### config.mk
export PLATFORM = sky130hd
export DESIGN_NAME = avalon_register_arbiter_flat
export DESIGN_NICKNAME = d
export VERILOG_FILES = /design/src/rtl/avalon_register_arbiter_if.sv /design/src/rtl/avalon_register_arbiter.sv /design/src/flat_wrapper.sv
export SDC_FILE = /design/constraint.sdc
export NUM_CORES = 1
export LEC_CHECK = 0
export ABC_AREA = 0
export CAP_MARGIN = 10
export CORE_MARGIN = 2
export CORE_UTILIZATION = 21
export CTS_BUF_LIST = sky130_fd_sc_hd__clkbuf_2
export DETAILED_ROUTE_END_ITERATION = 8
export GPL_TIMING_DRIVEN = 0
export PLACE_DENSITY = 0.87
export SYNTH_ARGS = -nofsm -noshare
export SYNTH_HDL_FRONTEND = slang
export SYNTH_SLANG_ARGS = --single-unit
### constraint.sdc
create_clock -name clk -period 1.5 [get_ports clk]
set_clock_uncertainty 0.05 [all_clocks]
set_input_delay 0.225 -clock clk [delete_from_list [all_inputs] [get_ports clk]]
set_output_delay 0.225 -clock clk [all_outputs]
set_load 0.02 [all_outputs]
### src/rtl/avalon_register_arbiter_if.sv
// rtl/avalon_register_arbiter_if.sv - bus bundle between Avalon masters, the arbiter and one register slave
// Purpose: groups every master-side and slave-side signal of the register arbiter.
// Ports (arbiter view, modport master):
//   inputs : m_read, m_write, m_address, m_data_in, s_read_valid, s_data_out
//   outputs: m_waitrequest, m_read_valid, m_data_out, s_read, s_write,
//            s_address, s_data_in, rd_timeout
// Modport slave is the mirror image, used by the surrounding environment.
interface avalon_register_arbiter_if #(
    parameter int REQUESTERS   = 2,
    parameter int BUSWIDTH     = 32,
    parameter int ADDRESSWIDTH = 4
);
    logic [REQUESTERS-1:0]                   m_read;
    logic [REQUESTERS-1:0]                   m_write;
    logic [REQUESTERS-1:0][ADDRESSWIDTH-1:0] m_address;
    logic [REQUESTERS-1:0][BUSWIDTH-1:0]     m_data_in;
    logic [REQUESTERS-1:0]                   m_waitrequest;
    logic [REQUESTERS-1:0]                   m_read_valid;
    logic [BUSWIDTH-1:0]                     m_data_out;
    logic                                    s_read;
    logic                                    s_write;
    logic [ADDRESSWIDTH-1:0]                 s_address;
    logic [BUSWIDTH-1:0]                     s_data_in;
    logic                                    s_read_valid;
    logic [BUSWIDTH-1:0]                     s_data_out;
    logic                                    rd_timeout;

    modport master (
        input  m_read, m_write, m_address, m_data_in, s_read_valid, s_data_out,
        output m_waitrequest, m_read_valid, m_data_out,
               s_read, s_write, s_address, s_data_in, rd_timeout
    );

    modport slave (
        output m_read, m_write, m_address, m_data_in, s_read_valid, s_data_out,
        input  m_waitrequest, m_read_valid, m_data_out,
               s_read, s_write, s_address, s_data_in, rd_timeout
    );
endinterface

### src/rtl/avalon_register_arbiter.sv
// rtl/avalon_register_arbiter.sv - shares one Avalon register slave between several masters
// Purpose: grants one master at a time, issues a single-cycle slave command and
//          routes the fixed-latency read response back to the granted master.
// Ports:
//   clk   - clock
//   reset - asynchronous, active-high reset
//   bus   - avalon_register_arbiter_if.master (master requests, slave command,
//           slave response, rd_timeout pulse)
// Configuration: define AVALON_ARB_ROUND_ROBIN_EN for round-robin arbitration;
//                otherwise the lowest-index requester always wins.
module avalon_register_arbiter #(
    parameter int REQUESTERS   = 2,
    parameter int BUSWIDTH     = 32,
    parameter int ADDRESSWIDTH = 4,
    parameter int LATENCY      = 1
) (
    input  logic                             clk,
    input  logic                             reset,
    avalon_register_arbiter_if.master        bus
);
    localparam int OW = $clog2(REQUESTERS);
    localparam int CW = $clog2(LATENCY + 3);
    localparam logic [CW-1:0] CNT_LIMIT = CW'(LATENCY + 2);

    typedef enum logic [1:0] {
        IDLE   = 2'd0,
        ISSUE  = 2'd1,
        RDWAIT = 2'd2
    } state_t;

    state_t          state_q, state_d;
    logic [OW-1:0]   owner_q, owner_d;
    logic [CW-1:0]   cnt_q,   cnt_d;
    logic [OW-1:0]   winner;
    logic [REQUESTERS-1:0] req;

    assign req = bus.m_read | bus.m_write;

`ifdef AVALON_ARB_ROUND_ROBIN_EN
    logic [OW-1:0] ptr_q, ptr_d;
    logic [OW-1:0] cand;

    // Scan from the farthest candidate towards the nearest one after the
    // pointer, so the nearest requester is the last (winning) assignment.
    always_comb begin
        winner = ptr_q;
        cand   = '0;
        for (int i = REQUESTERS; i >= 1; i--) begin
            cand = OW'((int'(ptr_q) + i) % REQUESTERS);
            if (req[cand]) begin
                winner = cand;
            end
        end
    end
`else
    always_comb begin
        winner = '0;
        for (int i = REQUESTERS - 1; i >= 0; i--) begin
            if (req[i]) begin
                winner = OW'(i);
            end
        end
    end
`endif

    always_comb begin
        state_d = state_q;
        owner_d = owner_q;
        cnt_d   = cnt_q;
`ifdef AVALON_ARB_ROUND_ROBIN_EN
        ptr_d   = ptr_q;
`endif
        bus.m_waitrequest = '1;
        bus.m_read_valid  = '0;
        bus.m_data_out    = '0;
        bus.s_read        = 1'b0;
        bus.s_write       = 1'b0;
        bus.s_address     = '0;
        bus.s_data_in     = '0;
        bus.rd_timeout    = 1'b0;

        case (state_q)
            IDLE: begin
                if (|req) begin
                    owner_d = winner;
                    state_d = ISSUE;
                end
            end

            ISSUE: begin
                // A dropped request falls through with no strobe and no accept.
                state_d = IDLE;
                cnt_d   = '0;
                if (bus.m_write[owner_q]) begin
                    // Write wins when both strobes are up; the read is discarded.
                    bus.s_write                = 1'b1;
                    bus.s_address              = bus.m_address[owner_q];
                    bus.s_data_in              = bus.m_data_in[owner_q];
                    bus.m_waitrequest[owner_q] = 1'b0;
`ifdef AVALON_ARB_ROUND_ROBIN_EN
                    ptr_d = owner_q;
`endif
                end else if (bus.m_read[owner_q]) begin
                    bus.s_read                 = 1'b1;
                    bus.s_address              = bus.m_address[owner_q];
                    bus.m_waitrequest[owner_q] = 1'b0;
                    state_d                    = RDWAIT;
                    cnt_d                      = CW'(1);
`ifdef AVALON_ARB_ROUND_ROBIN_EN
                    ptr_d = owner_q;
`endif
                end
            end

            RDWAIT: begin
                bus.m_read_valid[owner_q] = bus.s_read_valid;
                bus.m_data_out            = bus.s_data_out;
                if (bus.s_read_valid) begin
                    state_d = IDLE;
                    cnt_d   = '0;
                end else if (cnt_q == CNT_LIMIT) begin
                    bus.rd_timeout = 1'b1;
                    state_d        = IDLE;
                    cnt_d          = '0;
                end else begin
                    cnt_d = cnt_q + 1'b1;
                end
            end

            default: begin
                state_d = IDLE;
                cnt_d   = '0;
            end
        endcase
    end

    always_ff @(posedge clk or posedge reset) begin
        if (reset) begin
            state_q <= IDLE;
            owner_q <= '0;
            cnt_q   <= '0;
`ifdef AVALON_ARB_ROUND_ROBIN_EN
            ptr_q   <= OW'(REQUESTERS - 1);
`endif
        end else begin
            state_q <= state_d;
            owner_q <= owner_d;
            cnt_q   <= cnt_d;
`ifdef AVALON_ARB_ROUND_ROBIN_EN
            ptr_q   <= ptr_d;
`endif
        end
    end
endmodule

### src/flat_wrapper.sv
// flat-port wrapper written by rule: the top's interface ports become plain ports
module avalon_register_arbiter_flat 
#(
    parameter int REQUESTERS   = 2,
    parameter int BUSWIDTH     = 32,
    parameter int ADDRESSWIDTH = 4,
    parameter int LATENCY      = 1
)
  (clk, reset, bus_m_read, bus_m_write, bus_m_address, bus_m_data_in, bus_s_read_valid, bus_s_data_out, bus_m_waitrequest, bus_m_read_valid, bus_m_data_out, bus_s_read, bus_s_write, bus_s_address, bus_s_data_in, bus_rd_timeout);
  avalon_register_arbiter_if #(.REQUESTERS(REQUESTERS), .BUSWIDTH(BUSWIDTH), .ADDRESSWIDTH(ADDRESSWIDTH)) bus_i ();
  input  logic clk;
  input  logic reset;
  input wire logic [$bits(bus_i.m_read)-1:0] bus_m_read;
  input wire logic [$bits(bus_i.m_write)-1:0] bus_m_write;
  input wire logic [$bits(bus_i.m_address)-1:0] bus_m_address;
  input wire logic [$bits(bus_i.m_data_in)-1:0] bus_m_data_in;
  input wire logic [$bits(bus_i.s_read_valid)-1:0] bus_s_read_valid;
  input wire logic [$bits(bus_i.s_data_out)-1:0] bus_s_data_out;
  output wire logic [$bits(bus_i.m_waitrequest)-1:0] bus_m_waitrequest;
  output wire logic [$bits(bus_i.m_read_valid)-1:0] bus_m_read_valid;
  output wire logic [$bits(bus_i.m_data_out)-1:0] bus_m_data_out;
  output wire logic [$bits(bus_i.s_read)-1:0] bus_s_read;
  output wire logic [$bits(bus_i.s_write)-1:0] bus_s_write;
  output wire logic [$bits(bus_i.s_address)-1:0] bus_s_address;
  output wire logic [$bits(bus_i.s_data_in)-1:0] bus_s_data_in;
  output wire logic [$bits(bus_i.rd_timeout)-1:0] bus_rd_timeout;
  assign bus_i.m_read = bus_m_read;
  assign bus_i.m_write = bus_m_write;
  assign bus_i.m_address = bus_m_address;
  assign bus_i.m_data_in = bus_m_data_in;
  assign bus_i.s_read_valid = bus_s_read_valid;
  assign bus_i.s_data_out = bus_s_data_out;
  assign bus_m_waitrequest = bus_i.m_waitrequest;
  assign bus_m_read_valid = bus_i.m_read_valid;
  assign bus_m_data_out = bus_i.m_data_out;
  assign bus_s_read = bus_i.s_read;
  assign bus_s_write = bus_i.s_write;
  assign bus_s_address = bus_i.s_address;
  assign bus_s_data_in = bus_i.s_data_in;
  assign bus_rd_timeout = bus_i.rd_timeout;
  avalon_register_arbiter #(.REQUESTERS(REQUESTERS), .BUSWIDTH(BUSWIDTH), .ADDRESSWIDTH(ADDRESSWIDTH), .LATENCY(LATENCY)) u_core (.clk(clk), .reset(reset), .bus(bus_i));
endmodule
==> impl_metrics.env <==
export IMPL_critPathLaunch="u_core.owner_q"
export IMPL_grt_pass1_wl_um=10050
export IMPL_utilization_pct=76.78
export IMPL_yosysWarnings=0
export IMPL_numPortBuffers=185
export IMPL_core_um2=5205
export IMPL_min_path_type="input pin to asynchronous set/reset pin"
export IMPL_final_setup_viol_count=77
export IMPL_finalMaxSlewViolations=0
export IMPL_violations="negative setup slack"
export IMPL_wirelength_um=7288
export IMPL_finalWeightedCongestion=0.7557
export IMPL_switchingPower_w=0.002377
export IMPL_vias=1988
export IMPL_p_leak_nw=1.712
export IMPL_cp_endpoint="bus_s_data_in[16]"
export IMPL_grt_util_all_layers_pct=20.59
export IMPL_grt_max_degree=11
export IMPL_p_per_area_nw_per_um2=1294
export IMPL_period_minus_slack_ns=1.864
export IMPL_relSlewSlack_pct=73.39
export IMPL_start_util_pct=22.16
export IMPL_clockRootBuffer="clkbuf_2"
export IMPL_post_dp_hpwl_um=4862
export IMPL_synth_area_mux_share_pct=34.16
export IMPL_async_flop_share_pct=100.0
export IMPL_synth_simple_gate_area_share_pct=38.83
export IMPL_drtAntennaViolNets=0
export IMPL_r2r_slack_ns=-0.15
export IMPL_overflow=0
export IMPL_nNetsFinal=483
export IMPL_first_pass_iters=4
export IMPL_syn_inst=158
export IMPL_drc=0
export IMPL_rsz0062_at_grt="yes"
export IMPL_wl_per_cell_um=16.68
export IMPL_path_clk_slew_ns=0.07
export IMPL_ioPinCount=186
export IMPL_antenna_found_initial=0
export IMPL_syn_area_per_cell_um2=7.301
export IMPL_synth_seq_cells=5
export IMPL_criticalPathCategory="flip-flop to primary output"
export IMPL_cap_violations=0
export IMPL_reg2regPathDepth=7
export IMPL_synthFlopType="dfrtp_1"
export IMPL_worstSetupPathDepth=6
export IMPL_cts_max_level=1
export IMPL_crit_buf_inv=3
export IMPL_peakVddDrop_mv=1.185
export IMPL_seqPwrFrac_pct=4.3
export IMPL_synth_fp_nets=273
export IMPL_area_delta_synth_final_pct=246.4
export IMPL_p_sw_share_pct=45.97
export IMPL_synth_largest_area_cell="mux2i_1"
export IMPL_crit_path_end_kind="primary output"
export IMPL_clockBufferDepth=2
export IMPL_dieArea_um2=6102
export IMPL_vias_per_cell=4.549
export IMPL_path_delay_family="buffers and inverters"
export IMPL_drive_gt1_share_pct=57.49
export IMPL_crit_fanout=5
export IMPL_r2r_start="u_core.state_q[0]"
export IMPL_drtIter0Drc=26
export IMPL_synth_distinct_cells=29
export IMPL_whs_ns=0.1470
export IMPL_cts_hold_buf=0
export IMPL_tightest_slew_ns=0.3956
export IMPL_fmax_mhz=536.4
export IMPL_insertion_delay_ns=0.25
export IMPL_synth_seq_area_share_pct=10.85
export IMPL_cts_sinks=5
export IMPL_first_global_vias=2066
export IMPL_path_common_cell="buf_6"
export IMPL_r2r_end="u_core.state_q[1]"
export IMPL_synth_top_family_by_area="simple AND/OR/NAND/NOR gates"
export IMPL_setup_slack_ns=-0.3644
export IMPL_synth_edff_count=0
export IMPL_die_y_um=78.12
export IMPL_cts_tree="built"
export IMPL_placementRows=26
export IMPL_status="finished with violations"
export IMPL_synth_xor_area_share_pct=0
export IMPL_period_share_pct=124.3
export IMPL_syn_area_um2=1154
export IMPL_crit_slowest_cell="dfrtp_1"
export IMPL_hold_viol=0
export IMPL_die_w_um=78.12
export IMPL_crit_arrival_ns=1.59
export IMPL_crit_chain="buf_6 > mux2_4 > nand2_8 > buf_8 > nor2_2 > buf_6"
export IMPL_power_frac_comb_pct=92.9
export IMPL_synth_fa_ha_area_share_pct=4.338
export IMPL_numCtsBuffers=3
export IMPL_cp_required_ns=1.22
export IMPL_internal_power_w=0.002793
export IMPL_p_clk_share_pct=2.8
export IMPL_synth_top_area_share_pct=31.24
export IMPL_diodes=0
export IMPL_worst_path_largest_cell_delay_ns=0.39
export IMPL_crit_path_start_kind="flip-flop"
export IMPL_synth_area_leaders="mux2i_1, and2_1, nor2_1"
export IMPL_synth_compound_area_share_pct=4.881
sequential cells by signal (all words and copies together), names as in the netlist:
name	count
u_core.cnt_q	2
u_core.owner_q	1
u_core.state_q	2
routing by layer:
layer  vias up  global-route usage [%]  part of all wire (%)
met5         -                       0                     0
met4         0                   5.614                   1.4
met3         9                   4.368                   5.6
met2        85                   41.29                    59
met1       947                   21.21                    34
li1        947                       -                     -
final cells by class:
cell class | count | area [um^2]
clock buffers | 4 | 20.02
well taps | 70 | 87.58
multi-input cells | 137 | 1425
repair buffers | 206 | 2162
inverters | 4 | 17.52
flip-flops and latches | 5 | 126.4
fillers | 331 | 1209
plain buffers | 11 | 157.7
how the worst min path moves through the flow:
stage                     cells after the start  startpoint           endpoint  slack [ns]
after floorplan                               1       reset    u_core.cnt_q[0]       -0.05
after global placement                        2       reset    u_core.cnt_q[1]        0.39
final                                         2       reset  u_core.state_q[0]        0.15
after CTS                                     2       reset  u_core.state_q[0]        0.14
after global routing                          2       reset  u_core.state_q[0]        0.16
after detailed placement                      2       reset    u_core.cnt_q[1]        0.41
placed cells by master (no fill, tap or decap), drive strengths merged:
cell type,instances
nand3b,2
ha,4
and3,1
or2,2
o211ai,1
buf,106
a21oi,3
dfrtp,5
mux2,3
o31a,1
o22a,1
clkbuf,5
nand2,4
or3b,2
mux2i,36
inv,4
and3b,1
and2,32
o21ai,1
a21boi,1
nor2,37
dlygate4sd2,2
nand4b,1
nor4,1
nand3,1
clkdlybuf4s50,108
nor3b,2
logic make-up (layout without fill, tap and decap cells):
family	Yosys count	count (layout)
muxes	39	39
DFF	5	5
AOI/OAI and AO/OA	8	8
buffers and inverters	17	225
adders and majority gates	4	4
and+or+nand+nor	85	86
timing repair:
action,in CTS,in global routing
gates resized for setup,533,96
buffers inserted,9,5
pin swaps,11,19
cloned,9,0
setup endpoints to repair,77,77
synthesized netlist by cell type, drive strengths merged, types with 2 or more instances:
master	count
or2	2
nand2	3
nand3b	2
nor2	37
ha	4
or3b	2
nor3b	2
clkbuf	5
buf	8
mux2i	36
inv	4
mux2	3
dfrtp	5
a21oi	3
and2	32
power groups by stage:
stage | sequential, W | clock, W | combinational (W)
floorplan | 0.000206 | 0 | 0.00178
global placement | 0.000211 | 0 | 0.00306
detailed placement | 0.000213 | 0 | 0.00311
CTS | 0.000221 | 0.000145 | 0.00401
global route | 0.000225 | 0.000153 | 0.00503
finish | 0.000222 | 0.000143 | 0.00480
stage by stage:
stage	std cells	area, um^2	total power (W)	TNS [ns]	setup WS, ns
after floorplan	158	1201	0.001989	-0.8258	-0.02965
after global placement	413	3141	0.003275	-50.90	-0.8073
after detailed placement	413	3141	0.003324	-52.36	-0.8398
after CTS	434	3611	0.004375	-17.84	-0.3124
after global routing	437	3996	0.005409	-24.39	-0.4013
final	437	3996	0.005170	-21.31	-0.3644
No activity file was read; power rests on OpenSTA's default activity.
